## src/rtl/lc3b_types.sv

```systemverilog
// lc3b_types: shared LC-3b ALU op, control word and EX-stage FSM state types
//   lc3b_aluop        : ALU operation select, including the iterative multiply
//   lc3b_control_word : decoded control word; the EX stage uses aluop and alumux_sel
//   ex_state_t        : EX-stage handshake/multiply FSM states
package lc3b_types;

    typedef enum logic [2:0] {
        alu_add,
        alu_and,
        alu_not,
        alu_pass,
        alu_sll,
        alu_srl,
        alu_sra,
        alu_mul
    } lc3b_aluop;

    typedef struct packed {
        lc3b_aluop  aluop;
        logic [1:0] alumux_sel;
    } lc3b_control_word;

    typedef enum logic [1:0] {
        IDLE,
        MUL,
        HOLD
    } ex_state_t;

endpackage

```

## src/rtl/alu.sv

```systemverilog
// alu: single-cycle LC-3b ALU
//   aluop : operation select (alu_mul falls through to pass A)
//   a, b  : operands; shifts use b[3:0] as the amount
//   f     : result, truncated to WIDTH
module alu
    import lc3b_types::*;
#(
    parameter int WIDTH = 16
) (
    input  lc3b_aluop        aluop,
    input  logic [WIDTH-1:0] a,
    input  logic [WIDTH-1:0] b,
    output logic [WIDTH-1:0] f
);

    logic [3:0] sh;

    assign sh = b[3:0];

    always_comb begin
        case (aluop)
            alu_add: f = a + b;
            alu_and: f = a & b;
            alu_not: f = ~a;
            alu_sll: f = a << sh;
            alu_srl: f = a >> sh;
            alu_sra: f = $unsigned($signed(a) >>> sh);
            default: f = a;
        endcase
    end

endmodule

```

## src/rtl/mul_iter.sv

```systemverilog
// mul_iter: shift-add multiplier producing the low WIDTH bits of a*b in WIDTH cycles
//   clk, rst_n : clock, asynchronous active-low reset
//   start      : capture a and b and begin a multiply
//   a, b       : operands
//   done       : last iteration this cycle; product is valid while done is high
//   product    : low WIDTH bits of a*b (combinational, valid with done)
module mul_iter #(
    parameter int WIDTH = 16
) (
    input  logic             clk,
    input  logic             rst_n,
    input  logic             start,
    input  logic [WIDTH-1:0] a,
    input  logic [WIDTH-1:0] b,
    output logic             done,
    output logic [WIDTH-1:0] product
);

    localparam int CW = $clog2(WIDTH);

    logic             run;
    logic [CW-1:0]    cnt;
    logic [WIDTH-1:0] mcand;
    logic [WIDTH-1:0] mplier;
    logic [WIDTH-1:0] acc;
    logic [WIDTH-1:0] addend;

    // The final iteration is folded into the combinational product so the
    // caller can register the result on the WIDTH-th edge after start.
    assign addend  = mplier[0] ? mcand : '0;
    assign product = acc + addend;
    assign done    = run && (cnt == CW'(WIDTH - 1));

    always_ff @(posedge clk or negedge rst_n) begin
        if (!rst_n) begin
            run    <= 1'b0;
            cnt    <= '0;
            mcand  <= '0;
            mplier <= '0;
            acc    <= '0;
        end else if (start) begin
            run    <= 1'b1;
            cnt    <= '0;
            mcand  <= a;
            mplier <= b;
            acc    <= '0;
        end else if (run) begin
            run    <= !done;
            cnt    <= cnt + CW'(1);
            mcand  <= mcand << 1;
            mplier <= mplier >> 1;
            acc    <= product;
        end
    end

endmodule

```

## src/rtl/ex_pipe.sv

```systemverilog
// ex_pipe: LC-3b execute stage with valid/ready handshake and optional iterative multiply
//   clk, rst_n             : clock, asynchronous active-low reset
//   in_valid, in_ready     : upstream handshake; a transfer captures all operands
//   ctrl                   : control word (aluop, alumux_sel)
//   pc, adj                : PC and sign-extended offset
//   sr1, sr2, sr2real      : operand A, immediate operand, register SR2 value
//   out_valid, out_ready   : downstream handshake
//   addpcadj_out, alu_out  : registered pc+adj and ALU result
//   busy                   : multiply in progress
module ex_pipe
    import lc3b_types::*;
#(
    parameter int WIDTH  = 16,
    parameter int MUL_EN = 1
) (
    input  logic             clk,
    input  logic             rst_n,
    input  logic             in_valid,
    output logic             in_ready,
    input  lc3b_control_word ctrl,
    input  logic [WIDTH-1:0] pc,
    input  logic [WIDTH-1:0] adj,
    input  logic [WIDTH-1:0] sr1,
    input  logic [WIDTH-1:0] sr2,
    input  logic [WIDTH-1:0] sr2real,
    output logic             out_valid,
    input  logic             out_ready,
    output logic [WIDTH-1:0] addpcadj_out,
    output logic [WIDTH-1:0] alu_out,
    output logic             busy
);

    ex_state_t        state;
    ex_state_t        state_next;
    logic             xfer;
    logic             is_mul;
    logic             mul_done;
    logic [WIDTH-1:0] b;
    logic [WIDTH-1:0] alu_f;
    logic [WIDTH-1:0] mul_p;

    assign b         = |ctrl.alumux_sel ? sr2 : sr2real;
    assign is_mul    = (MUL_EN != 0) && (ctrl.aluop == alu_mul);
    // rst_n gates in_ready so nothing is accepted while reset is held
    assign in_ready  = rst_n && (state == IDLE || (state == HOLD && out_ready));
    assign xfer      = in_valid && in_ready;
    assign out_valid = state == HOLD;
    assign busy      = state == MUL;

    alu #(.WIDTH(WIDTH)) u_alu (
        .aluop (ctrl.aluop),
        .a     (sr1),
        .b     (b),
        .f     (alu_f)
    );

    generate
        if (MUL_EN != 0) begin : g_mul
            mul_iter #(.WIDTH(WIDTH)) u_mul (
                .clk     (clk),
                .rst_n   (rst_n),
                .start   (xfer && is_mul),
                .a       (sr1),
                .b       (b),
                .done    (mul_done),
                .product (mul_p)
            );
        end else begin : g_nomul
            assign mul_done = 1'b0;
            assign mul_p    = '0;
        end
    endgenerate

    // A transfer always wins: in HOLD it doubles as the consume, giving no bubble.
    always_comb begin
        state_next = xfer ? (is_mul ? MUL : HOLD) :
                     (state == MUL) ? (mul_done ? HOLD : MUL) :
                     (state == HOLD && out_ready) ? IDLE : state;
    end

    always_ff @(posedge clk or negedge rst_n) begin
        if (!rst_n) state <= IDLE;
        else        state <= state_next;
    end

    always_ff @(posedge clk or negedge rst_n) begin
        if (!rst_n) begin
            addpcadj_out <= '0;
            alu_out      <= '0;
        end else begin
            if (xfer) addpcadj_out <= pc + adj;
            if (xfer && !is_mul) alu_out <= alu_f;
            else if (mul_done)   alu_out <= mul_p;
        end
    end

endmodule
```

## config.mk

```make
export PLATFORM = sky130hd
export DESIGN_NAME = ex_pipe
export DESIGN_NICKNAME = d
export VERILOG_FILES = /design/src/rtl/lc3b_types.sv /design/src/rtl/alu.sv /design/src/rtl/mul_iter.sv /design/src/rtl/ex_pipe.sv
export SDC_FILE = /design/constraint.sdc
export NUM_CORES = 1
export LEC_CHECK = 0
export BUFFER_PORTS_ARGS = -buffer_cell sky130_fd_sc_hd__buf_2
export CORE_MARGIN = 2
export CORE_UTILIZATION = 45
export DETAILED_ROUTE_END_ITERATION = 12
export HOLD_SLACK_MARGIN = 0.03
export PLACE_DENSITY_LB_ADDON = 0.15
export SETUP_SLACK_MARGIN = 0.5
export SYNTH_ARGS = -nofsm -noshare
export SYNTH_HDL_FRONTEND = slang
export SYNTH_SLANG_ARGS = --single-unit
```

## constraint.sdc

```tcl
create_clock -name clk -period 2.89 [get_ports clk]
set_input_delay 0.289 -clock clk [delete_from_list [all_inputs] [get_ports clk]]
set_output_delay 0.289 -clock clk [all_outputs]
set_load 0.05 [all_outputs]
```

### Word level (Yosys, flattened, before mapping)

Cells that the tools add are included.
Widths: inputs -> output; s select.

* add/subtract/negate cells: 4
* equal/unequal tests: 9
* shift-type cells: 3
* multiplexer cells: 20
* bitwise logic cells: 2
* reduce and logical (&&, ||, !) cells: 15

Operator list (number)
* $mux 16: 10
* $pmux 16 s6: 1
* $add 16x16->16: 3
* $and 16x16->16: 1
* $not 16->16: 1
* $shl 16x4->16: 1
* $shr 16x4->16: 1
* $sshr 16x4->16: 1
* $eq 3x3->1 const B: 4
* $mux 2: 5
* $mux 4: 2
* $logic_and 1x1->1: 6
* $add 4x1->4 const B: 1
* $eq 4x4->1 const B: 1
* $reduce_bool 2->1: 2
* $eq 3x1->1 const B: 1
* $eq 3x2->1 const B: 1
* $logic_not 3->1: 1
* $reduce_bool 3->1: 1
* $eq 2x1->1 const B: 1
* $eq 2x2->1 const B: 1
* $logic_not 1->1: 2
* $logic_not 2->1: 1
* $mux 1: 2
* other kinds (2): 2

* register bits: 87
* input port bits: 89
* output and inout bits: 35

### Depth between registers and ports, before layout

* depth in word-level cells: 7
* mapped depth: 15

### Modules after synthesis

Synthesis repeated with hierarchy kept, for this count alone.

* cell total of the unflattened synthesis: 1021
* area total of the unflattened synthesis: 8624.5 µm²

Modules (own cells, without submodules)
* mul_iter: times used 1, cells an instance 337, area each 3241.9 µm², sequential area each 1326.3 µm²
* alu: times used 1, cells an instance 411, area each 2905.3 µm², sequential area each 0.0 µm²
* ex_pipe: times used 1, cells an instance 273, area each 2477.4 µm², sequential area each 850.8 µm²

### Worst setup path before layout

No wires, ideal clock.

* path kind: input port to flip-flop
* start: input port ctrl[0] (netlist name)
* end: register alu_out[11]
* setup time: 0.143 ns
* data arrival time: 3.194 ns
* setup slack: -0.446 ns
* stages on the path: 12
* path buffers: 2
* path through: buf_2 > nor2_2 > clkbuf_1 > mux2_2 > ha_1 > or4_1 > o21ai_0 > o21ai_0 > nor2_1 > xnor2_1 > a2111oi_0 > o22ai_1

* cells in the longest elaborated chain, start to end: 5

RTL lines
* start: declaration: line ex_pipe.sv:20 `input lc3b_control_word ctrl,`
* $reduce_or 2->1 (*): line ex_pipe.sv:42 `assign b = |ctrl.alumux_sel ? sr2 : sr2real;`
* $mux 16 (*): line ex_pipe.sv:42
* $add 16x16->16, or another cell as far along: line alu.sv:22 `alu_add: f = a + b;`
* $pmux 16 s6 (*): line alu.sv:21 `case (aluop)`
* $mux 16 (*): line ex_pipe.sv:92 `if (xfer && !is_mul) alu_out <= alu_f;`
* end signal: assignment: line ex_pipe.sv:92
* end signal: assignment: line ex_pipe.sv:93 `else if (mul_done) alu_out <= mul_p;`
* end: declaration: line ex_pipe.sv:29 `output logic [WIDTH-1:0] alu_out,`

Every way passes the cells marked *; elsewhere a longest branch is shown, timed or not.
A chain may end at the register's enable or synchronous reset.

### Worst setup path after layout

* start: register g_mul.u_mul.mplier[0]
* end: register alu_out[15]

* cells in the longest elaborated chain, start to end: 4

RTL lines
* start: declaration: line mul_iter.sv:24 `logic [WIDTH-1:0] mplier;`
* start signal: assignment: line mul_iter.sv:51 `mplier <= mplier >> 1;`
* $mux 16: line mul_iter.sv:30 `assign addend = mplier[0] ? mcand : '0;`
* $add 16x16->16: line mul_iter.sv:31 `assign product = acc + addend;`
* $mux 16: line ex_pipe.sv:93
* $mux 16: line ex_pipe.sv:92

No other way between the ends. The select of a mux whose other input is x is not followed.

==> run summary <==
Skew final - 0.007459 ns
Dpl cell area - 0.009568 mm^2
Type of the most critical hold path - primary input to async pin
Pin count of the biggest net entering global routing - 55
Met3 Resource Use GR - 4.680%
Slew @ Worst Pin - 0.8948 ns
CTS Buffer Depth - 2
Fin cells - 1411
Layout cells sized above 1 - 30.20%
Post-synth top flop - dfrtp_1
Total power - 8.969 mW
Synth Area in Compound Gates - 23.53%
Post-DP HPWL - 20.71 mm
#FFs+latches synth - 87
Pre-antenna DRT Iters - 5
Pre-CTS setup slack - -0.1508 ns
Main combinational cell family by area after synthesis - compound AO/OA/AOI/OAI gates
ANT nets after route - 0
Wire length of the first global-routing pass - 43.86 mm
Die Y - 139.4 um
Minimum clock period - 2.804 ns
Via Count - 8570
DR DRC count - 0
Worst Hold Slack - 0.02433 ns
Min setup slack post-route - 0.08563 ns
Wire per inst - 20.20 um
Cell Int Power - 4.794 mW
Fin util - 59.22%
Final period utilization - 97.04%
Overall Global Routing Usage - 28.53%
Adder-cell area share of the yosys netlist - 8.466%
Synthesis Warnings - 0
Seq pwr share - 24.9%
Full die area - 0.01943 mm^2
CTS tree - done
Port buffer count - 123
Layout area overhead - 28.99%
Routing usage on met1 - 39.39%
Initial antenna violation count - 3
Met2 GRT Util - 44.14%
CTS Sinks - 87
Status - finished clean
Post-synth top area share - 26.40%
XOR/XNOR share of the synthesized area - 4.461%
I/O Pins - 124
RSZ-0062 raised after global routing - true
Post-Synth Simple-Gate Area - 20.83%
Post-CTS Hold Buffers - 0
Detailed-route vias per instance - 6.074
CTS Buf Count - 9
Max_cap viols - 0
Cells after DPL - 1373
Switching power - 4.175 mW
Async S/R FF share, synth - 100.0%
Layout Nets - 1317
Max Slew Vio Count - 0
Mux contribution to synthesized area - 11.80%
Worst R2R Start - g_mul.u_mul.mplier[0]$_DFFE_PN0P_
Die W - 139.4 um
Number of synthesized flops with an enable pin - 0
Row cnt - 49
Synth top area cells - dfrtp_1, ha_1, mux2i_1
Total wire length - 28.50 mm
Highest clock rate - 356.6 MHz
Max FO, Critical Path - 8
Crit. Startpoint - g_mul.u_mul.mplier[0]$_DFFE_PN0P_
Starting Density - 45.91%
Worst skew pair latency - 0.35 ns
Final instance area - 0.01064 mm^2
Setup violators final - 0
Area leader, netlist - dfrtp_1
Clock power frac - 15.2%
Commonest non-fill, non-tap cell in the layout - buf_2
P_leak - 4.524 nW
Commonest non-fill, non-tap cells in the layout - buf_2, nand2_1, o21ai_0
Sw frac - 46.55%
WP data arrival - 3.07 ns
Clock Pin Slew Worst Setup and Hold Paths - 0.07 ns
Vias in the first global route - 8012
Average size of a mapped cell - 8.077 um^2
Core area - 0.01796 mm^2
Root Driver - clkbuf_16
Peak VDD IR - 1.090 mV
Cell Pwr Density - 843.1 mW/mm^2
Post-Syn Instances - 1021
Cell Area, Synth - 0.008247 mm^2
Slew HR - 40.13%
GRT overflow - 0
CP endpoint kind - register
Busiest grt layer - met2
CP required - 3.16 ns
Register area share after synthesis - 26.40%
TNS Setup - 0 ns
Final hold violation count - 0
H-tree lvl count - 3
RD Place Congestion - 0.9885
1st-iter DRT viols - 774
Combinational power share - 59.9%
Critical Setup Path Class - register to register
Syn_nets - 1164
Post-synthesis cell type count - 78
Worst setup SP type - register
==> cell type report <==
class / instances / area, um^2
diodes: 3 / 7.507
clock buffers: 10 / 229.0
clock inverters: 6 / 116.4
fillers: 1633 / 7326
inverters: 24 / 90.09
multi-input cells: 843 / 6376
flip-flops and latches: 87 / 2178
well taps: 229 / 286.5
repair buffers: 209 / 1354
==> cell usage after synthesis (all sizes together) (11+ instances only) <==
master,number
mux2,16
nor2,85
a21o,14
dfrtp,87
mux2i,56
o21ai,106
or3,11
and2,23
a21oi,62
o211ai,13
xor2,22
nand3,29
inv,24
clkbuf,50
a211oi,17
nor3,44
nand2,118
buf,16
a31oi,12
xnor2,20
ha,51
==> what timing repair did <==
item,4_1_cts,5_1_grt
endpoints found under the hold margin,0,0
gates cloned,1,0
resized for setup,54,49
pin swaps,32,25
setup buffers,12,6
setup endpoints to repair,21,27
==> final timing paths <==
| check | endpoint | slack (ns) | cells past startpoint |
|---|---|---|---|
| worst min register to register | addpcadj_out[7]$_DFFE_PN0P_ | 0.48 | 2 |
| worst max register to register | alu_out[15]$_DFFE_PN0P_ | 0.09 | 11 |
| worst max-delay path | alu_out[15]$_DFFE_PN0P_ | 0.09 | 11 |
| worst min-delay path | addpcadj_out[8]$_DFFE_PN0P_ | 0.02 | 2 |
| max in group asynchronous | g_mul.u_mul.run$_DFF_PN0_ | 1.81 | 3 |
| min in group clk | addpcadj_out[0]$_DFFE_PN0P_ | 0.26 | 4 |
==> flip-flops by register name, indices dropped and copies added (netlist names) <==
name	count
g_mul.u_mul.cnt	4
g_mul.u_mul.acc	16
alu_out	16
g_mul.u_mul.mcand	16
g_mul.u_mul.run	1
addpcadj_out	16
state	2
g_mul.u_mul.mplier	16
==> layer usage <==
layer  up-vias  routed length, um  part of all wire (%)
met4         0               1279                   4.5
met5         -                  0                     0
li1       4070                  -                     -
met1      4092              12380                    43
met2       340              12750                    45
met3        68               2094                   7.3
==> worst max-delay path, stage by stage, from the launching register on <==
cell and delay, ns:
dfrtp_1 0.40, buf_4 0.17, buf_4 0.15, and2_1 0.19
ha_4 0.31, and3_1 0.19, a32oi_2 0.17, o21a_1 0.23
o211ai_1 0.27, xor2_1 0.32, nand2_1 0.11, a41oi_2 0.20
==> power groups by stage <==
stage | combinational [mW] | clock (mW) | sequential (mW)
global route | 5.78 | 1.43 | 2.29
detailed placement | 4.58 | 0 | 2.22
CTS | 5.11 | 1.39 | 2.23
global placement | 4.51 | 0 | 2.21
floorplan | 2.69 | 0 | 2.83
finish | 5.37 | 1.37 | 2.23
==> cell families after synthesis <==
logic type	Yosys count
AND/OR/NAND/NOR	360
AO/OA/AOI/OAI	305
buffers and inverters	91
flip-flops	87
multiplexers	82
adder cells (fa/ha/maj)	54
XOR/XNOR	42
No activity file was read; power rests on OpenSTA's default activity.
